$ cat config.mk
export PLATFORM = sky130hd
export DESIGN_NAME = led_trail_fader
export DESIGN_NICKNAME = d
export VERILOG_FILES = /design/src/rtl/led_pkg.sv /design/src/rtl/led_pwm_cmp.sv /design/src/rtl/led_trail_fader.sv
export SDC_FILE = /design/constraint.sdc
export NUM_CORES = 1
export LEC_CHECK = 0
export ABC_AREA = 1
export ABC_CLOCK_PERIOD_IN_PS = 2300
export CORE_MARGIN = 4
export CORE_UTILIZATION = 30
export CTS_CLUSTER_SIZE = 40
export DETAILED_ROUTE_END_ITERATION = 12
export GPL_TIMING_DRIVEN = 0
export PLACE_DENSITY = 0.53
export SLEW_MARGIN = 10
export SYNTH_ARGS = -nofsm -noshare
export SYNTH_HDL_FRONTEND = slang
export SYNTH_SLANG_ARGS = --single-unit
export TNS_END_PERCENT = 5
$ cat constraint.sdc
create_clock -name clk -period 2.3 [get_ports clk]
set_clock_uncertainty 0.15 [all_clocks]
set_input_delay 0.345 -clock clk [delete_from_list [all_inputs] [get_ports clk]]
set_output_delay 0.345 -clock clk [all_outputs]
set_load 0.005 [all_outputs]
$ cat src/rtl/led_pkg.sv
// rtl/led_pkg.sv - shared LED width/brightness constants and helpers
package led_pkg;

    localparam int N_LED_DEFAULT = 16;
    localparam int BW_DEFAULT    = 4;

    // Full-scale brightness code for a given brightness width
    function automatic int bright_max(input int bw);
        return (1 << bw) - 1;
    endfunction

endpackage

$ cat src/rtl/led_pwm_cmp.sv
// rtl/led_pwm_cmp.sv - per-LED brightness vs PWM count compare with full-scale override
module led_pwm_cmp
    import led_pkg::*;
#(
    parameter int BW = BW_DEFAULT
) (
    input  logic          clk,
    input  logic          rst_n,
    input  logic [BW-1:0] bright,
    input  logic [BW-1:0] pwm_cnt,
    output logic          on
);

    localparam logic [BW-1:0] MAX = BW'(bright_max(BW));

    // The compare is purely combinational; clk/rst_n are kept on the
    // interface so a registered variant can drop in without top changes.
    logic unused_clk_rst;
    assign unused_clk_rst = clk ^ rst_n;

    // Full scale is forced steady on so MAX never shows the one-count gap
    always_comb begin
        on = (bright == MAX) | (bright > pwm_cnt);
    end

endmodule

$ cat src/rtl/led_trail_fader.sv
// rtl/led_trail_fader.sv - comet-tail fader: per-LED brightness decay and PWM drive
module led_trail_fader
    import led_pkg::*;
#(
    parameter int N_LED   = N_LED_DEFAULT,
    parameter int BW      = BW_DEFAULT,
    parameter int PWM_DIV = 64
) (
    input  logic             clk,
    input  logic             rst_n,
    input  logic             enable,
    input  logic [N_LED-1:0] pos_in,
    output logic [N_LED-1:0] led
);

    localparam logic [BW-1:0] MAX   = BW'(bright_max(BW));
    localparam int            PRE_W = (PWM_DIV > 1) ? $clog2(PWM_DIV) : 1;
    localparam logic [PRE_W-1:0] PRE_LAST = PRE_W'(PWM_DIV - 1);

    logic [N_LED-1:0] pos_prev_q, pos_prev_d;
    logic [BW-1:0]    bright_q [N_LED];
    logic [BW-1:0]    bright_d [N_LED];
    logic [PRE_W-1:0] pre_cnt_q, pre_cnt_d;
    logic [BW-1:0]    pwm_cnt_q, pwm_cnt_d;
    logic [N_LED-1:0] led_q, led_d;
    logic [N_LED-1:0] on;
    logic             chg;
    logic             pre_wrap;

    // One compare per LED against the shared PWM phase
    for (genvar g = 0; g < N_LED; g++) begin : g_cmp
        led_pwm_cmp #(
            .BW(BW)
        ) u_cmp (
            .clk     (clk),
            .rst_n   (rst_n),
            .bright  (bright_q[g]),
            .pwm_cnt (pwm_cnt_q),
            .on      (on[g])
        );
    end

    // Next state: change detect, brightness set/decay, PWM timebase, output mux
    always_comb begin
        chg        = (pos_in != pos_prev_q);
        pos_prev_d = pos_in;
        for (int i = 0; i < N_LED; i++) begin
            bright_d[i] = bright_q[i];
            if (chg) begin
                bright_d[i] = pos_in[i] ? MAX : (bright_q[i] >> 1);
            end
        end
        pre_wrap  = (pre_cnt_q == PRE_LAST);
        pre_cnt_d = pre_wrap ? '0 : pre_cnt_q + PRE_W'(1);
        pwm_cnt_d = pre_wrap ? pwm_cnt_q + BW'(1) : pwm_cnt_q;
        led_d     = enable ? on : pos_in;
    end

    // State registers; reset clears every piece of fade and PWM state
    always_ff @(posedge clk or negedge rst_n) begin
        if (!rst_n) begin
            pos_prev_q <= '0;
            for (int i = 0; i < N_LED; i++) begin
                bright_q[i] <= '0;
            end
            pre_cnt_q  <= '0;
            pwm_cnt_q  <= '0;
            led_q      <= '0;
        end else begin
            pos_prev_q <= pos_prev_d;
            for (int i = 0; i < N_LED; i++) begin
                bright_q[i] <= bright_d[i];
            end
            pre_cnt_q  <= pre_cnt_d;
            pwm_cnt_q  <= pwm_cnt_d;
            led_q      <= led_d;
        end
    end

    assign led = led_q;

endmodule
==> results of run 1 <==
==> placed cells by master, fill, tap and decap left out, types with 13 or more instances in the layout <==
| cell type | synthesis | routed |
|---|---|---|
| nand2_1 | 256 | 256 |
| dfrtp_1 | 106 | 106 |
| inv_1 | 105 | 105 |
| nand3_1 | 68 | 68 |
| ha_1 | 66 | 66 |
| a21oi_1 | 46 | 46 |
| clkdlybuf4s50_1 | 0 | 33 |
| o21ai_0 | 18 | 18 |
| nand4_1 | 18 | 18 |
| a22oi_1 | 16 | 16 |
| nor2_1 | 15 | 15 |
| nor3_1 | 14 | 14 |
| buf_6 | 12 | 13 |
==> power by group through the flow <==
stage               Combinational [µW]  Sequential (µW)  Clock, µW
floorplan                          253             2030          0
global placement                   453             2040          0
detailed placement                 462             2040          0
CTS                                465             2000       1770
global route                       532             2010       1840
finish                             454             2000       1710
==> registers in the layout, summed over array words and instances (netlist names) <==
register and cells:
pwm_cnt_q 4, pre_cnt_q 6, pos_prev_q 16, bright_q 64, led 16
==> worst min path at each step <==
stage	endpoint	slack, ns	cells past startpoint
6_report	pre_cnt_q[0]	0.32	1
5_1_grt	pre_cnt_q[0]	0.34	1
4_1_cts	pre_cnt_q[0]	0.32	1
3_5_place_dp	bright_q[60]	0.21	1
3_3_place_gp	pre_cnt_q[0]	0.31	1
2_1_floorplan	bright_q[0]	-0.10	0
==> kinds of logic (layout without fill, tap and decap cells) <==
| group | Yosys count | after routing | synth area share, % |
|---|---|---|---|
| buffers and inverters | 134 | 186 | 11.2 |
| AND/OR/NAND/NOR | 385 | 385 | 25.9 |
| AO/OA/AOI/OAI | 81 | 81 | 7.13 |
| XOR/XNOR | 4 | 4 | 0.556 |
| adder cells (fa/ha/maj) | 66 | 66 | 13.1 |
| flip-flops | 106 | 106 | 42.1 |
==> routing by layer <==
metal  global-route usage [%]  vias up
met2                     20.4       80
met1                     18.5     2313
li1                         -     2608
met4                     3.35        0
met3                     2.80       11
met5                        0        -
==> worst max-delay path, stage by stage (launching register included) <==
cell and delay (ns):
dfrtp_1 0.40, inv_1 0.64, ha_1 0.39, a21oi_1 0.15, o21ai_0 0.08, nand2_1 0.06, a22oi_1 0.10
==> final cells by class <==
type | count | share of cell area (%)
Buffer | 23 | 3.92
Clock buffer | 11 | 3.31
Clock inverter | 5 | 1.06
Inverter | 111 | 5.68
Multi-Input combinational cell | 536 | 40.1
Sequential cell | 106 | 36.2
Tap cell | 270 | 4.61
Timing Repair Buffer | 36 | 5.17
==> through the flow <==
stage | util, % | TNS, ns | instance area, µm² | power, µW
2_1_floorplan | - | 0 | 6300 | 2280
3_3_place_gp | 34.1 | -402.31 | 6970 | 2490
3_5_place_dp | 34.3 | -9.10 | 7000 | 2500
4_1_cts | 35.9 | 0 | 7330 | 4230
5_1_grt | 35.9 | 0 | 7330 | 4380
6_report | 35.9 | 0 | 7330 | 4170
==> impl_metrics.py, run 1 <==
metrics = {
    "clock_network": {
        "cts_buffers": 9,
        "clockBufferDepth": 2,
        "clock_latency_ns": 0.35,
        "clockRootBuffer": "clkbuf_16",
        "clk_pin_slew_ns": 0.07,
        "cts_setup_buffers": 0,
        "clock_sinks": 106,
        "cts_resized": 0,
        "cts_hold_buf": 1,
        "cts_max_level": 3,
        "cts_tree": "done",
    },
    "sta": {
        "final.setup.worst_slack_ns": 0.144,
        "hold_ws_ns": 0.317,
        "setup_viol": 0,
        "min_period_over_period_pct": 93.7,
        "worstMarginPinSlew_ns": 1.02,
        "fmax_mhz": 464,
        "rsz0062_at_grt": "false",
        "report.final.slew_viol_count": 0,
        "timing.final.crit_period_ns": 2.16,
        "slew_headroom_pct": 31.9,
        "hold_violations": 0,
    },
    "floorplanning": {
        "die-area_mm2": 0.0234,
        "start_util_pct": 30.8,
        "num_io_pins": 35,
        "rows": 52,
        "die_w_um": 153,
        "coreArea_mm2": 0.0204,
        "die_h_um": 153,
    },
    "placement": {
        "dp_cells": 1081,
        "gp_congestion": 0.759,
        "dp_hpwl_um": 9890,
        "dpl_worst_slack_ns": -0.179,
        "io_buffers": 34,
    },
    "worst_hold_path": {
        "hp-start": "pre_cnt_q[0]",
        "hold_class": "reg2reg",
    },
    "detailed_routing": {
        "vias_per_cell": 4.56,
        "drc": 0,
        "wirelength_um": 14900,
        "dr.max_layer_used": "met4",
        "wl_per_cell_um": 13.5,
        "detail_route.first_pass.iterations": 4,
        "via_count": 5012,
        "drt_iter0_markers": 313,
        "wl_met1_um": 7250,
        "wl_met2_um": 6820,
        "ant_nets": 0,
        "wl_met3_um": 600,
    },
    "logic_synthesis": {
        "postSynth.asyncResetShare_pct": 100,
        "synth_top_area_share_pct": 42.1,
        "ys_top_cells_by_area": "dfrtp_1 42%, nand2_1 15%, ha_1 13%",
        "synth_flop_cell": "dfrtp_1",
        "syn-num-nets": 861,
        "yosys-top-cells-count": "256 x nand2_1, 106 x dfrtp_1, 105 x inv_1, 68 x nand3_1, 66 x ha_1",
        "syn_area_mm2": 0.00630,
        "syn_avg_cell_area_um2": 8.11,
        "seq_area_frac_synth_pct": 42.1,
        "synth_seq_cells": 106,
        "synth.most_common_cell": "nand2_1",
        "yosys.area.top_type": "dfrtp_1",
        "synth-edff-count": 0,
        "postSynthCellCount": 776,
        "yosysUniqueCellTypes": 23,
        "synth_warnings": 0,
    },
    "power": {
        "pwr-share-comb_pct": 10.9,
        "seqPwrFrac_pct": 48.0,
        "intPower_uw": 3130,
        "p_leak_uw": 0.00383,
        "clockPowerShare_pct": 41.1,
        "switching_share_pct": 25.0,
        "irDropWorstVdd_mv": 0.339,
        "p_per_area_mw_per_mm2": 568,
        "p_sw_uw": 1040,
    },
    "critical_path": {
        "arrival_ns": 2.17,
        "crit_fanout": 17,
        "r2r-start": "pwm_cnt_q[1]",
        "crit_type": "reg2reg",
        "cp-end-kind": "flop",
        "cp-endpoint": "led[10]",
        "worstSetupStartpoint": "pwm_cnt_q[1]",
        "worst_r2r_path_depth": 6,
        "rr_endpoint": "led[10]",
        "crit_path_start_kind": "flop",
        "ff2ff_setup_slack_ns": 0.14,
        "cp.required_ns": 2.31,
    },
    "final_layout": {
        "finalNonFillerCells": 1098,
        "multi_input_area_mm2": 0.00294,
        "fin_nets": 908,
        "seqCellArea_mm2": 0.00265,
        "area_delta_synth_final_pct": 16.5,
        "fillerInstances": 2149,
        "antenna_cells_inserted": 0,
        "drive_above_1_share_pct": 6.88,
    },
    "grt": {
        "grt_usage_pct": 13.1,
        "grt_pass1_vias": 4724,
        "grt_first_pass_wirelength_um": 24800,
        "grt_start_max_net_pins": 55,
        "antenna_found_initial": 0,
        "overflow": 0,
    },
    "status": {
        "status": "complete, no violations",
    },
    "run": {
        "max-cap-violations": 0,
    },
}
No activity file was read; power rests on OpenSTA's default activity.
==> run 2: changes to the inputs <==
- GPL_TIMING_DRIVEN: 0 -> 1
==> impl_metrics.py, run 2 (synthesis gave the netlist of run 1 again) <==
metrics = {
    "sta": {
        "timing.final.crit_period_ns": 2.01,
        "report.final.slew_viol_count": 0,
        "min_period_over_period_pct": 87.4,
        "setup_viol": 0,
        "hold_ws_ns": 0.306,
        "hold_violations": 0,
        "rsz0062_at_grt": "false",
        "slew_headroom_pct": 65.4,
        "fmax_mhz": 497,
        "worstMarginPinSlew_ns": 0.519,
    },
    "detailed_routing": {
        "vias_per_cell": 4.48,
        "via_count": 4977,
        "wirelength_um": 14400,
        "drt_iter0_markers": 261,
        "drc": 0,
        "ant_nets": 0,
        "wl_per_cell_um": 13.0,
        "detail_route.first_pass.iterations": 5,
    },
    "critical_path": {
        "crit_type": "in2reg",
        "crit_path_start_kind": "primary input",
        "cp-end-kind": "flop",
        "r2r-start": "pwm_cnt_q[1]",
        "crit_fanout": 56,
        "cp.required_ns": 2.40,
        "arrival_ns": 2.11,
        "worstSetupStartpoint": "pos_in[2]",
    },
    "final_layout": {
        "multi_input_area_mm2": 0.00295,
        "antenna_cells_inserted": 0,
        "fillerInstances": 2215,
        "largest-register": "bright_q",
        "largest_register_ffs": 64,
        "seqCellArea_mm2": 0.00265,
        "layout_common_cells": "256 x nand2_1, 106 x dfrtp_1, 105 x inv_1, 68 x nand3_1, 66 x ha_1",
        "drive_above_1_share_pct": 8.69,
        "fin_nets": 920,
        "final_common_cell": "nand2_1",
        "finalNonFillerCells": 1110,
        "area_delta_synth_final_pct": 16.6,
        "utilization_pct": 35.9,
    },
    "power": {
        "fin_total_pwr_uw": 3970,
        "p_leak_uw": 0.00386,
        "p_per_area_mw_per_mm2": 540,
        "irDropWorstVdd_mv": 0.294,
    },
    "placement": {
        "io_buffers": 34,
        "dp_hpwl_um": 9660,
        "gp_congestion": 0.758,
        "dp_cells": 1093,
    },
    "clock_network": {
        "clockBufferDepth": 2,
        "clk_pin_slew_ns": 0.07,
        "cts_setup_buffers": 0,
        "clockRootBuffer": "clkbuf_16",
        "cts_max_level": 3,
        "cts_tree": "done",
        "clock_latency_ns": 0.36,
        "cts_resized": 0,
        "clock_sinks": 106,
        "cts_buffers": 9,
    },
    "worst_hold_path": {
        "hold_class": "reg2reg",
        "hp-start": "pre_cnt_q[0]",
    },
    "grt": {
        "grt_first_pass_wirelength_um": 25300,
        "antenna_found_initial": 0,
        "grt_usage_pct": 13.1,
        "overflow": 0,
        "grt_start_max_net_pins": 68,
        "grt_pass1_vias": 5012,
    },
    "floorplanning": {
        "die_h_um": 153,
        "start_util_pct": 30.8,
        "coreArea_mm2": 0.0204,
        "die_w_um": 153,
        "rows": 52,
        "die-area_mm2": 0.0234,
        "num_io_pins": 35,
    },
    "run": {
        "max-cap-violations": 0,
    },
    "status": {
        "status": "complete, no violations",
    },
}
run 2: changes by cell type in the layout (fill, tap and decap cells not counted):
cell and change:
nor2_4 +2, buf_4 +29, clkbuf_1 -4, inv_6 +2, buf_6 -13, clkbuf_8 -2, nor2_2 -2, bufinv_16 -2
buf_16 -1, buf_12 +1, clkinv_4 +2
run 2: layout make-up:
cell class	count	share of cell area (%)
timing repair buffer	71	9.61
inverter	111	5.68
clock buffer	9	3.07
clock inverter	7	0.716
multi-input combinational	536	40.2
tap	270	4.60
sequential	106	36.1
run 2: report_power, final:
part           internal [µW]  switching (µW)
Clock                    744             748
Sequential              1950            57.1
Combinational            215             257
run 2: routing by layer:
layer / wire length, µm / global-route usage [%]
met5: 0 / 0
met4: 110 / 2.80
met1: 7040 / 17.7
met2: 6720 / 21.6
met3: 508 / 2.88
run 2: metrics by stage:
| step | setup TNS [ns] | area [µm²] | setup slack, ns |
|---|---|---|---|
| 2_1_floorplan | 0 | 6300 | 0.714 |
| 3_3_place_gp | -3.42 | 7050 | -0.0749 |
| 3_5_place_dp | -4.36 | 7050 | -0.0918 |
| 4_1_cts | 0 | 7340 | 0.274 |
| 5_1_grt | 0 | 7340 | 0.0958 |
| 6_report | 0 | 7340 | 0.289 |
run 2: what timing repair did:
action	in CTS	in global routing
setup endpoints to repair	0	0
endpoints found under the hold margin	106	0
hold buffers	1	0
run 2: path summary, 6_finish.rpt:
| path | endpoint | depth (start not counted) | slack [ns] |
|---|---|---|---|
| worst max register to register | led[12] | 7 | 0.47 |
| worst min register to register | pre_cnt_q[0] | 1 | 0.31 |
| worst min-delay path | pre_cnt_q[0] | 1 | 0.31 |
| worst max-delay path | bright_q[7] | 11 | 0.29 |
| min in group asynchronous | pre_cnt_q[5] | 3 | 0.42 |
| max in group asynchronous | bright_q[16] | 3 | 1.15 |
run 2: worst max-delay path: stages:
cell and delay (ns):
clkdlybuf4s50_1 0.54, inv_2 0.08, nand2_1 0.06, nand2_1 0.06
nor2_1 0.21, nand2_1 0.13, nor2_4 0.19, nand2_2 0.10
buf_12 0.20, nand2_1 0.10, nand2_1 0.05
